**src/rtl/uart_i2c_usb_spi_arb_if.sv**
```systemverilog
// Register-bus bundle between the two requesters, the arbiter and the peripheral block.
// Handshake: a requester holds mX_reg_cs until a one-cycle mX_reg_ack or mX_reg_err; the arbiter holds s_reg_cs until s_reg_ack or timeout.
interface uart_i2c_usb_spi_arb_if;
  logic        m0_reg_cs;
  logic        m0_reg_wr;
  logic [7:0]  m0_reg_addr;
  logic [31:0] m0_reg_wdata;
  logic [3:0]  m0_reg_be;
  logic [31:0] m0_reg_rdata;
  logic        m0_reg_ack;
  logic        m0_reg_err;

  logic        m1_reg_cs;
  logic        m1_reg_wr;
  logic [7:0]  m1_reg_addr;
  logic [31:0] m1_reg_wdata;
  logic [3:0]  m1_reg_be;
  logic [31:0] m1_reg_rdata;
  logic        m1_reg_ack;
  logic        m1_reg_err;

  logic        s_reg_cs;
  logic        s_reg_wr;
  logic [7:0]  s_reg_addr;
  logic [31:0] s_reg_wdata;
  logic [3:0]  s_reg_be;
  logic [31:0] s_reg_rdata;
  logic        s_reg_ack;

  // Arbiter side
  modport master (
    input  m0_reg_cs, m0_reg_wr, m0_reg_addr, m0_reg_wdata, m0_reg_be,
    output m0_reg_rdata, m0_reg_ack, m0_reg_err,
    input  m1_reg_cs, m1_reg_wr, m1_reg_addr, m1_reg_wdata, m1_reg_be,
    output m1_reg_rdata, m1_reg_ack, m1_reg_err,
    output s_reg_cs, s_reg_wr, s_reg_addr, s_reg_wdata, s_reg_be,
    input  s_reg_rdata, s_reg_ack
  );

  // Requester/peripheral side
  modport slave (
    output m0_reg_cs, m0_reg_wr, m0_reg_addr, m0_reg_wdata, m0_reg_be,
    input  m0_reg_rdata, m0_reg_ack, m0_reg_err,
    output m1_reg_cs, m1_reg_wr, m1_reg_addr, m1_reg_wdata, m1_reg_be,
    input  m1_reg_rdata, m1_reg_ack, m1_reg_err,
    input  s_reg_cs, s_reg_wr, s_reg_addr, s_reg_wdata, s_reg_be,
    output s_reg_rdata, s_reg_ack
  );
endinterface

```
**src/rtl/uart_i2c_usb_spi_arb.sv**
```systemverilog
// Round-robin two-requester arbiter for the UART/I2C/USB/SPI register bus,
// with a watchdog that turns a missing peripheral ack into an error response.
module uart_i2c_usb_spi_arb #(
  parameter int unsigned TIMEOUT = 255
) (
  input  logic                          app_clk,
  input  logic                          reset_n,
  uart_i2c_usb_spi_arb_if.master        bus,
  output logic                          arb_busy,
  output logic                          arb_gnt,
  output logic [1:0]                    dbg_state_o
);
  localparam int CW = $clog2(TIMEOUT + 1);

  typedef enum logic [1:0] {IDLE = 2'd0, BUSY = 2'd1, DONE = 2'd2} state_e;

  state_e             state_q, state_d;
  logic               ptr_q, ptr_d;
  logic               gnt_q, gnt_d;
  logic [CW-1:0]      cnt_q, cnt_d;
  logic               s_cs_q, s_cs_d;
  logic               s_wr_q, s_wr_d;
  logic [7:0]         s_addr_q, s_addr_d;
  logic [31:0]        s_wdata_q, s_wdata_d;
  logic [3:0]         s_be_q, s_be_d;
  logic [1:0][31:0]   rdata_q, rdata_d;
  logic [1:0]         ack_q, ack_d;
  logic [1:0]         err_q, err_d;
  logic [1:0]         req;
  logic               win;

  assign req = {bus.m1_reg_cs, bus.m0_reg_cs};
  // On a tie the requester that did not win last time is served.
  assign win = (req == 2'b11) ? ~ptr_q : req[1];

  always_ff @(posedge app_clk) begin
    if (!reset_n) begin
      state_q   <= IDLE;
      ptr_q     <= 1'b1;
      gnt_q     <= 1'b0;
      cnt_q     <= '0;
      s_cs_q    <= 1'b0;
      s_wr_q    <= 1'b0;
      s_addr_q  <= '0;
      s_wdata_q <= '0;
      s_be_q    <= '0;
      rdata_q   <= '0;
      ack_q     <= '0;
      err_q     <= '0;
    end else begin
      state_q   <= state_d;
      ptr_q     <= ptr_d;
      gnt_q     <= gnt_d;
      cnt_q     <= cnt_d;
      s_cs_q    <= s_cs_d;
      s_wr_q    <= s_wr_d;
      s_addr_q  <= s_addr_d;
      s_wdata_q <= s_wdata_d;
      s_be_q    <= s_be_d;
      rdata_q   <= rdata_d;
      ack_q     <= ack_d;
      err_q     <= err_d;
    end
  end

  always_comb begin
    state_d   = state_q;
    ptr_d     = ptr_q;
    gnt_d     = gnt_q;
    cnt_d     = cnt_q;
    s_cs_d    = s_cs_q;
    s_wr_d    = s_wr_q;
    s_addr_d  = s_addr_q;
    s_wdata_d = s_wdata_q;
    s_be_d    = s_be_q;
    rdata_d   = rdata_q;
    ack_d     = 2'b00;
    err_d     = 2'b00;
    unique case (state_q)
      IDLE: begin
        if (req != 2'b00) begin
          ptr_d     = win;
          gnt_d     = win;
          cnt_d     = '0;
          s_cs_d    = 1'b1;
          s_wr_d    = win ? bus.m1_reg_wr    : bus.m0_reg_wr;
          s_addr_d  = win ? bus.m1_reg_addr  : bus.m0_reg_addr;
          s_wdata_d = win ? bus.m1_reg_wdata : bus.m0_reg_wdata;
          s_be_d    = win ? bus.m1_reg_be    : bus.m0_reg_be;
          state_d   = BUSY;
        end
      end
      BUSY: begin
        // Ack takes priority over a timeout landing on the same edge.
        if (bus.s_reg_ack) begin
          s_cs_d         = 1'b0;
          rdata_d[gnt_q] = bus.s_reg_rdata;
          ack_d[gnt_q]   = 1'b1;
          state_d        = DONE;
        end else if (cnt_q == CW'(TIMEOUT - 1)) begin
          s_cs_d         = 1'b0;
          rdata_d[gnt_q] = 32'hFFFF_FFFF;
          err_d[gnt_q]   = 1'b1;
          state_d        = DONE;
        end else begin
          cnt_d = cnt_q + 1'b1;
        end
      end
      DONE: begin
        state_d = IDLE;
      end
      default: begin
        state_d = IDLE;
      end
    endcase
  end

  assign bus.s_reg_cs     = s_cs_q;
  assign bus.s_reg_wr     = s_wr_q;
  assign bus.s_reg_addr   = s_addr_q;
  assign bus.s_reg_wdata  = s_wdata_q;
  assign bus.s_reg_be     = s_be_q;
  assign bus.m0_reg_rdata = rdata_q[0];
  assign bus.m0_reg_ack   = ack_q[0];
  assign bus.m0_reg_err   = err_q[0];
  assign bus.m1_reg_rdata = rdata_q[1];
  assign bus.m1_reg_ack   = ack_q[1];
  assign bus.m1_reg_err   = err_q[1];
  assign arb_busy         = (state_q == BUSY) || (state_q == DONE);
  assign arb_gnt          = gnt_q;
  assign dbg_state_o      = state_q;
endmodule
```
**src/flat_wrapper.sv**
```systemverilog
// flat-port wrapper written by rule: the top's interface ports become plain ports
module uart_i2c_usb_spi_arb_flat 
#(
  parameter int unsigned TIMEOUT = 255
)
  (app_clk, reset_n, arb_busy, arb_gnt, dbg_state_o, bus_m0_reg_cs, bus_m0_reg_wr, bus_m0_reg_addr, bus_m0_reg_wdata, bus_m0_reg_be, bus_m0_reg_rdata, bus_m0_reg_ack, bus_m0_reg_err, bus_m1_reg_cs, bus_m1_reg_wr, bus_m1_reg_addr, bus_m1_reg_wdata, bus_m1_reg_be, bus_m1_reg_rdata, bus_m1_reg_ack, bus_m1_reg_err, bus_s_reg_cs, bus_s_reg_wr, bus_s_reg_addr, bus_s_reg_wdata, bus_s_reg_be, bus_s_reg_rdata, bus_s_reg_ack);
  uart_i2c_usb_spi_arb_if bus_i ();
  input  logic app_clk;
  input  logic reset_n;
  output logic arb_busy;
  output logic arb_gnt;
  output logic [1:0] dbg_state_o;
  input wire logic [$bits(bus_i.m0_reg_cs)-1:0] bus_m0_reg_cs;
  input wire logic [$bits(bus_i.m0_reg_wr)-1:0] bus_m0_reg_wr;
  input wire logic [$bits(bus_i.m0_reg_addr)-1:0] bus_m0_reg_addr;
  input wire logic [$bits(bus_i.m0_reg_wdata)-1:0] bus_m0_reg_wdata;
  input wire logic [$bits(bus_i.m0_reg_be)-1:0] bus_m0_reg_be;
  output wire logic [$bits(bus_i.m0_reg_rdata)-1:0] bus_m0_reg_rdata;
  output wire logic [$bits(bus_i.m0_reg_ack)-1:0] bus_m0_reg_ack;
  output wire logic [$bits(bus_i.m0_reg_err)-1:0] bus_m0_reg_err;
  input wire logic [$bits(bus_i.m1_reg_cs)-1:0] bus_m1_reg_cs;
  input wire logic [$bits(bus_i.m1_reg_wr)-1:0] bus_m1_reg_wr;
  input wire logic [$bits(bus_i.m1_reg_addr)-1:0] bus_m1_reg_addr;
  input wire logic [$bits(bus_i.m1_reg_wdata)-1:0] bus_m1_reg_wdata;
  input wire logic [$bits(bus_i.m1_reg_be)-1:0] bus_m1_reg_be;
  output wire logic [$bits(bus_i.m1_reg_rdata)-1:0] bus_m1_reg_rdata;
  output wire logic [$bits(bus_i.m1_reg_ack)-1:0] bus_m1_reg_ack;
  output wire logic [$bits(bus_i.m1_reg_err)-1:0] bus_m1_reg_err;
  output wire logic [$bits(bus_i.s_reg_cs)-1:0] bus_s_reg_cs;
  output wire logic [$bits(bus_i.s_reg_wr)-1:0] bus_s_reg_wr;
  output wire logic [$bits(bus_i.s_reg_addr)-1:0] bus_s_reg_addr;
  output wire logic [$bits(bus_i.s_reg_wdata)-1:0] bus_s_reg_wdata;
  output wire logic [$bits(bus_i.s_reg_be)-1:0] bus_s_reg_be;
  input wire logic [$bits(bus_i.s_reg_rdata)-1:0] bus_s_reg_rdata;
  input wire logic [$bits(bus_i.s_reg_ack)-1:0] bus_s_reg_ack;
  assign bus_i.m0_reg_cs = bus_m0_reg_cs;
  assign bus_i.m0_reg_wr = bus_m0_reg_wr;
  assign bus_i.m0_reg_addr = bus_m0_reg_addr;
  assign bus_i.m0_reg_wdata = bus_m0_reg_wdata;
  assign bus_i.m0_reg_be = bus_m0_reg_be;
  assign bus_m0_reg_rdata = bus_i.m0_reg_rdata;
  assign bus_m0_reg_ack = bus_i.m0_reg_ack;
  assign bus_m0_reg_err = bus_i.m0_reg_err;
  assign bus_i.m1_reg_cs = bus_m1_reg_cs;
  assign bus_i.m1_reg_wr = bus_m1_reg_wr;
  assign bus_i.m1_reg_addr = bus_m1_reg_addr;
  assign bus_i.m1_reg_wdata = bus_m1_reg_wdata;
  assign bus_i.m1_reg_be = bus_m1_reg_be;
  assign bus_m1_reg_rdata = bus_i.m1_reg_rdata;
  assign bus_m1_reg_ack = bus_i.m1_reg_ack;
  assign bus_m1_reg_err = bus_i.m1_reg_err;
  assign bus_s_reg_cs = bus_i.s_reg_cs;
  assign bus_s_reg_wr = bus_i.s_reg_wr;
  assign bus_s_reg_addr = bus_i.s_reg_addr;
  assign bus_s_reg_wdata = bus_i.s_reg_wdata;
  assign bus_s_reg_be = bus_i.s_reg_be;
  assign bus_i.s_reg_rdata = bus_s_reg_rdata;
  assign bus_i.s_reg_ack = bus_s_reg_ack;
  uart_i2c_usb_spi_arb #(.TIMEOUT(TIMEOUT)) u_core (.app_clk(app_clk), .reset_n(reset_n), .bus(bus_i), .arb_busy(arb_busy), .arb_gnt(arb_gnt), .dbg_state_o(dbg_state_o));
endmodule
```
**config.mk**
```make
export PLATFORM = sky130hd
export DESIGN_NAME = uart_i2c_usb_spi_arb_flat
export DESIGN_NICKNAME = d
export VERILOG_FILES = /design/src/rtl/uart_i2c_usb_spi_arb_if.sv /design/src/rtl/uart_i2c_usb_spi_arb.sv /design/src/flat_wrapper.sv
export SDC_FILE = /design/constraint.sdc
export NUM_CORES = 1
export LEC_CHECK = 0
export BUFFER_PORTS_ARGS = -buffer_cell sky130_fd_sc_hd__buf_2
export CAP_MARGIN = 20
export CORE_ASPECT_RATIO = 1.5
export CORE_MARGIN = 5
export CORE_UTILIZATION = 45
export CTS_CLUSTER_SIZE = 8
export DETAILED_ROUTE_END_ITERATION = 10
export PLACE_DENSITY = 0.78
export SYNTH_ARGS = -nofsm -noshare
export SYNTH_HDL_FRONTEND = slang
export SYNTH_SLANG_ARGS = --single-unit
```
**constraint.sdc**
```tcl
create_clock -name app_clk -period 2 [get_ports app_clk]
set_input_delay 0.5 -clock app_clk [delete_from_list [all_inputs] [get_ports app_clk]]
set_output_delay 0.5 -clock app_clk [all_outputs]
set_load 0.01 [all_outputs]
```
Yosys cells after proc, flatten, opt, wreduce, memory -nomap -nowiden
Cells that the tools add are included.
- output and inout port bits: 118
- flip-flop bits (word level): 126
- input bits: 127
- bitwise logic cells: 5
- order comparisons: 2
- $add $sub $neg: 1
- equal/unequal tests: 8
- reductions and logical operators: 13
- mux-type cells: 24
- operators by type and width (cell ; number):
    64-bit two-way mux ; 2
    64-bit bitwise mux ; 1
    32-bit two-way mux ; 2
    64-bit OR ; 1
    32-bit demux with 1-bit select ; 1
    8-bit two-way mux ; 4
    8-bit one-hot mux with 2 select lines ; 1
    8-bit by 1-bit adder with 8-bit output (second input constant) ; 1
    8-bit == test (second input constant) ; 1
    1-bit two-way mux ; 6
    2-bit two-way mux ; 3
    2-bit AND reduction ; 3
    3-bit AND reduction ; 2
    2-bit nonzero test ; 3
    2-bit == test (second input constant) ; 2
    4-bit two-way mux ; 1
    2-bit inequality test (second input constant) ; 2
    1-bit inverter ; 4
    2-bit one-hot mux with 2 select lines ; 1
    4-bit AND reduction ; 1
    4-bit OR reduction ; 1
    3-bit by 2-bit inequality test with 1-bit output (second input constant) ; 1
    2-bit by 1-bit == test with 1-bit output (second input constant) ; 1
    2-bit logical NOT ; 1
    other kinds (7) ; 7

Depth between registers and ports, before layout
Gate-level depths: netlist of run 1.
- depth after elaboration: 7
- depth in mapped cells: 7

Worst setup path before layout of run 1
No wires, ideal clock.
- path type: flip-flop to flip-flop
- start point: reg u_core.state_q[0], in the netlist u_core.dbg_state_o[0]
- end point: reg u_core.cnt_q[5]
- arrival: 1771 ps
- setup time: 74 ps
- clock period less this slack: 1845 ps
- path slack: 155 ps
- stages on the path, launching flop included: 7
- cells stage by stage: dfxtp_1 inv_1 ha_1 nor3b_2 or3b_1 or4_1 a31oi_1
- word-level cells in the longest chain between the ends: 3
- elaborated cells on any way between the ends: 8
- RTL lines (item ; line ; source):
    start: declaration ; uart_i2c_usb_spi_arb.sv:17 ; state_e state_q, state_d;
    start signal: assignment ; uart_i2c_usb_spi_arb.sv:51 ; state_q <= state_d;
    2-bit by 1-bit == test with 1-bit output or 2-bit logical NOT (tied branches) ; uart_i2c_usb_spi_arb.sv:79 ; unique case (state_q)
    2-bit inequality test (no line), or another cell as far along ; n/a ;
    4-bit AND reduction (no line) ; n/a ;
    end signal: assignment ; uart_i2c_usb_spi_arb.sv:54 ; cnt_q <= cnt_d;
    end: declaration ; uart_i2c_usb_spi_arb.sv:20 ; logic [CW-1:0] cnt_q, cnt_d;
Parallel ways exist; a longest one is shown, timed or not.
A chain may end at the register's enable or synchronous reset.

Worst setup path after layout of run 1
- start point: reg u_core.cnt_q[5]
- end point: reg u_core.rdata_q, in the netlist u_core.bus.m1_reg_rdata[16]
- word-level cells in the longest chain between the ends: 3
- RTL lines (item ; line ; source):
    8-bit == test ; uart_i2c_usb_spi_arb.sv:100 ; end else if (cnt_q == CW'(TIMEOUT - 1)) begin
    2-bit nonzero test (no line) ; n/a ;
    2-bit AND reduction (no line) ; n/a ;
    end signal: assignment ; uart_i2c_usb_spi_arb.sv:60 ; rdata_q <= rdata_d;
    end: declaration ; uart_i2c_usb_spi_arb.sv:26 ; logic [1:0][31:0] rdata_q, rdata_d;
No other way between the ends.

==> impl_metrics.csv, run 1 <==
group,metric,value,unit
power,leakagePower,3.24,nW
detailed_routing,wl,14500,um
placement,gp_congestion,0.787,
synth,ys_top_cells_by_area,"dfxtp_1 (50%), mux2i_1 (9.3%), o221a_1 (8.2%), a211oi_1 (6.7%), o221a_2 (6.0%)",
setup_path,cp-startpoint,"u_core.cnt_q[5]$_SDFFE_PN0P_",
floorplanning,fp.dieW,96.5,um
clocking,cts.sinks,126,
finish,design_area,7010,um^2
clocking,clkSlewWorstSetupHoldPaths,60,ps
synth,synth.top_cell.area_share,49.9,%
worst_hold_path,hold_start,"bus_s_reg_rdata[31]",
job,maxCapViolations,0,
global_route,met3_usage,7.56,%
detailed_routing,drtIter0Drc,246,
worst_hold_path,hp-class,"in2reg",
floorplanning,io_pins,245,
detailed_routing,drc,0,
global_route,grt_pass1_wl,22600,um
power,peakVddDrop,575,uV
finish,final_cells,851,
synth,ys_seq_area_share,49.9,%
synth,yosys.area.top_type,"dfxtp_1",
global_route,grt_max_degree,73,
synth,ys_types,43,
floorplanning,dieArea,13500,um^2
synth,syn_area,5050,um^2
synth,synth_mux_area_share,9.31,%
setup_path,critPathLaunchType,"flop",
sta,setup_tns,0,ps
floorplanning,die_y,140,um
global_route,antenna_found_initial,0,
global_route,gr-usage-met1,25.2,%
synth,synth_xor_area_share,0,%
sta,max_freq,0.528,GHz
detailed_routing,drt_pass1_iterations,4,
global_route,grt_use_met2,34.5,%
detailed_routing,vias,4658,
synth,ys.flop_type,"dfxtp_1",
synth,synthCells,463,
placement,dp.cells,819,
global_route,grt_pass1_vias,4541,
global_route,grt_busiest_layer,"met2",
sta,hold_viol_final,0,
floorplanning,num_rows,47,
global_route,gr-total-overflow,0,
synth,synth_top_family_by_area,"compound AO/OA/AOI/OAI gates",
finish,layout_commonest_cell,"buf_2",
floorplanning,fp.coreArea,11000,um^2
setup_path,r2r_start,"u_core.cnt_q[5]$_SDFFE_PN0P_",
sta,period_share,94.7,%
detailed_routing,avgViaCountPerCell,5.47,
finish,final-seq-area,2530,um^2
synth,yosys_warnings,0,
power,power_density,1130,nW/um^2
clocking,htree_num_levels,4,
detailed_routing,antenna_left,0,
sta,rsz0062_at_grt,"no",
clocking,root_buffer,"clkbuf_16",
finish,multi_input_area,2290,um^2
floorplanning,initial_core_util,46.0,%
status,status,"finished clean",
setup_path,crit_type,"reg2reg",
finish,layout-drive-gt1-share,47.2,%
setup_path,critPathArrivalTime,2230,ps
placement,io_buffer_count,244,
finish,fillers,909,
clocking,cts_buffers,17,
synth,synth_adder_area_share,1.24,%
setup_path,end_kind,"flop",
sta,drv_slew,0,
global_route,grtUsageTotal,21.1,%
detailed_routing,wl_per_cell,17.0,um
setup_path,cp_max_fo,32,
clocking,clk_latency,410,ps
synth,synth_compound_area_share,24.8,%
placement,pre_cts_slack,80.0,ps
synth,synth_edf_count,0,
placement,dp_hpwl,10600,um
sta,fin_ws,106,ps
placement,placed_cell_area,6360,um^2
sta,setup_violations,0,
synth,syn_nets,595,
sta,period_needed,1890,ps
clocking,clockBufferDepth,2,
finish,final_nets,823,
setup_path,required,2340,ps
synth,synth_simple_gate_area_share,9.51,%
sta,skew,9.73,ps
finish,final_cell_mix,"buf_2 (244), dfxtp_1 (123), nor2_1 (51), mux2i_1 (47), a211oi_1 (45)",
clocking,cts_tree,"yes",
finish,synthToLayoutAreaGrowth,38.7,%
synth,ys_seq_elements,126,
sta,tightest_slew,799,ps
sta,maxSlewHeadroom,46.6,%
synth,syn_avg_cell_area,10.9,um^2
synth,synth-async-reset-ratio,0,%
finish,antenna_cells,0,
## cells in the mapped netlist (7+ instances only)
master / number
nand2_1: 13
buf_6: 7
o221a_1: 37
a211oi_1: 45
mux2i_1: 47
clkbuf_1: 33
o221a_2: 27
dfxtp_1: 126
nor2_1: 52
nand3_1: 10
## registers in the layout (all words and copies together) (netlist names), 2 cells and up
register and flops:
u_core.bus.m0_reg_rdata 32, u_core.bus.m1_reg_rdata 32, u_core.bus.s_reg_wdata 32, u_core.bus.s_reg_addr 8, u_core.cnt_q 8, u_core.bus.s_reg_be 4, u_core.ack_q 2, u_core.dbg_state_o 2
u_core.err_q 2
## report_power, final
group	switching, mW	internal [mW]
registers	0.174	2.83
logic	0.926	0.714
clock network	1.17	2.11
total	2.27	5.66
## area by class of cell
type | instances | area share [%]
sequential | 126 | 36.0
multi-input combinational | 286 | 32.7
timing repair buffer | 256 | 19.4
clock buffer | 17 | 6.07
clock inverter | 15 | 3.00
tap | 147 | 2.62
inverter | 4 | 0.214
## per-stage QoR
| step | utilization, % | hold slack, ps | total power [mW] |
|---|---|---|---|
| floorplan | - | 491 | 4.04 |
| global placement | 57.9 | 481 | 4.64 |
| detailed placement | 57.9 | 492 | 4.70 |
| CTS | 63.6 | 351 | 7.98 |
| global route | 63.8 | 364 | 8.32 |
| finish | 63.8 | 371 | 7.93 |
## critical path, cell delays in order (launching register included)
cell and delay, ps:
dfxtp_2 390, and4_4 270, a41oi_4 170, nor2_4 660, o221a_1 320
## cell families (layout without fill, tap and decap cells)
kind of cell,count (synthesis),count (layout)
AO/OA/AOI/OAI,135,135
flip-flops,126,126
AND/OR/NAND/NOR,99,99
buffers and inverters,51,292
multiplexers,47,47
adder cells (fa/ha/maj),5,5
## per-layer routing
metal	up-vias	part of all wire [%]
met5	-	0
met4	0	1.4
li1	2242	-
met2	255	48
met3	18	11
met1	2143	40
## worst paths after layout
path | end | slack (ps) | cells after the start
worst max-delay path | u_core.bus.m1_reg_rdata[16]$_SDFFE_PN0P_ | 110 | 4
worst min-delay path | u_core.bus.m0_reg_rdata[31]$_SDFFE_PN0P_ | 370 | 2
worst max register to register | u_core.bus.m1_reg_rdata[16]$_SDFFE_PN0P_ | 110 | 4
worst min register to register | u_core.bus.s_reg_wdata[3]$_SDFFE_PN0P_ | 490 | 2
## repair_timing
item,4_1_cts,5_1_grt
setup buffers,0,0
gates resized for setup,0,7
hold buffers,0,0
endpoints found under the setup margin,0,67
Note: power is estimated with default switching activity, not from simulation.
==> run 2: changes to the inputs <==
clock period = 2.4 ns   (was 2 ns; I/O delays follow)
==> impl_metrics.csv, run 2 (same netlist as run 1, synthesis figures left out) <==
group,metric,value,unit
sta,fin_ws,355,ps
detailed_routing,avgViaCountPerCell,5.38,
floorplanning,dieArea,13500,um^2
detailed_routing,drtIter0Drc,159,
sta,maxSlewHeadroom,48.5,%
detailed_routing,drc,0,
sta,setup_violations,0,
setup_path,required,2740,ps
power,peakVddDrop,507,uV
setup_path,crit_type,"reg2reg",
setup_path,critPathLaunchType,"flop",
clocking,htree_num_levels,4,
detailed_routing,antenna_left,0,
finish,final_cell_mix,"buf_2 (244), dfxtp_1 (126), nor2_1 (52), mux2i_1 (47), a211oi_1 (45)",
setup_path,critPathArrivalTime,2380,ps
power,power,6.68,mW
floorplanning,fp.coreArea,11000,um^2
floorplanning,initial_core_util,46.0,%
floorplanning,die_y,140,um
clocking,cts_buffers,17,
placement,io_buffer_count,244,
placement,dp.cells,816,
clocking,cts_tree,"yes",
sta,tightest_slew,771,ps
global_route,met3_usage,6.91,%
finish,layout_commonest_cell,"buf_2",
status,status,"finished clean",
sta,setup_tns,0,ps
global_route,grt_max_degree,67,
floorplanning,num_rows,47,
sta,period_share,85.2,%
clocking,clk_latency,410,ps
floorplanning,fp.dieW,96.5,um
global_route,grt_busiest_layer,"met2",
power,power_density,958,nW/um^2
job,maxCapViolations,0,
global_route,grtUsageTotal,20.5,%
global_route,antenna_found_initial,0,
sta,period_needed,2050,ps
finish,layout-drive-gt1-share,45.9,%
finish,synthToLayoutAreaGrowth,38.1,%
global_route,gr-usage-met1,23.7,%
global_route,grt_use_met2,33.8,%
clocking,post_cts_buffers,0,
clocking,cts_hold_buf,0,
clocking,root_buffer,"clkbuf_16",
sta,max_freq,0.489,GHz
global_route,gr-total-overflow,0,
placement,pre_cts_slack,365,ps
finish,final_nets,820,
sta,drv_slew,0,
global_route,grt_pass1_wl,21900,um
detailed_routing,wl_per_cell,16.6,um
finish,antenna_cells,0,
finish,final_cells,848,
clocking,clkSlewWorstSetupHoldPaths,60,ps
setup_path,end_kind,"flop",
clocking,cts.sinks,126,
sta,skew,11.7,ps
sta,hold_viol_final,0,
clocking,cts-resized-gates,0,
clocking,clockBufferDepth,2,
setup_path,cp_max_fo,32,
power,leakagePower,3.23,nW
sta,rsz0062_at_grt,"no",
worst_hold_path,hp-class,"in2reg",
placement,gp_congestion,0.797,
global_route,grt_pass1_vias,4546,
detailed_routing,vias,4561,
placement,dp_hpwl,10500,um
detailed_routing,wl,14100,um
floorplanning,io_pins,245,
detailed_routing,drt_pass1_iterations,4,
## run 2: cell count changes in the layout (fill, tap and decap cells not counted), sizes merged
cell	before	now
buf	256	253
clkinv	7	9
inv	7	5
clkinvlp	1	0
bufinv	4	5
## run 2: layout make-up
class / count / area, um^2
fillers: 902 / 4020
flip-flops and latches: 126 / 2520
multi-input cells: 286 / 2280
repair buffers: 253 / 1310
clock buffers: 17 / 425
clock inverters: 15 / 236
well taps: 147 / 184
inverters: 4 / 15.0
## run 2: power breakdown
part           switching (mW)  total [mW]  internal, mW  leakage, nW
Combinational           0.761        1.35         0.586         1.87
Sequential              0.143        2.50          2.36         1.03
Clock                   0.968        2.83          1.86        0.323
Total                    1.87        6.68          4.81         3.23
## run 2: final timing paths
path / endpoint / slack [ps] / from / depth (start not counted)
worst max register to register: u_core.bus.m1_reg_rdata[28]$_SDFFE_PN0P_ / 350 / u_core.cnt_q[4]$_SDFFE_PN0P_ / 4
worst min register to register: u_core.bus.s_reg_addr[6]$_SDFFE_PN0P_ / 490 / u_core.bus.s_reg_addr[6]$_SDFFE_PN0P_ / 2
worst min-delay path: u_core.bus.m1_reg_rdata[5]$_SDFFE_PN0P_ / 460 / bus_s_reg_rdata[5] / 2
worst max-delay path: u_core.bus.m1_reg_rdata[28]$_SDFFE_PN0P_ / 350 / u_core.cnt_q[4]$_SDFFE_PN0P_ / 4
## run 2: metrics by stage
step | hold slack (ps) | utilization, % | cell area, um^2
detailed placement | 488 | 57.4 | 6310
global placement | 484 | 57.4 | 6310
global route | 454 | 63.4 | 6980
floorplan | 491 | - | 5050
finish | 465 | 63.4 | 6980
CTS | 445 | 63.4 | 6980
## run 2: metal layers
| layer | up-vias | wire length [um] |
|---|---|---|
| met5 | - | 0 |
| met4 | 0 | 289 |
| met3 | 22 | 1590 |
| met2 | 251 | 6640 |
| met1 | 2048 | 5550 |
| li1 | 2240 | - |
## run 2: worst max-delay path, cell delays in order (launching register included)
cell	delay (ps)
dfxtp_1	470
and4_4	300
a41oi_4	230
nor2_4	670
o221a_1	310
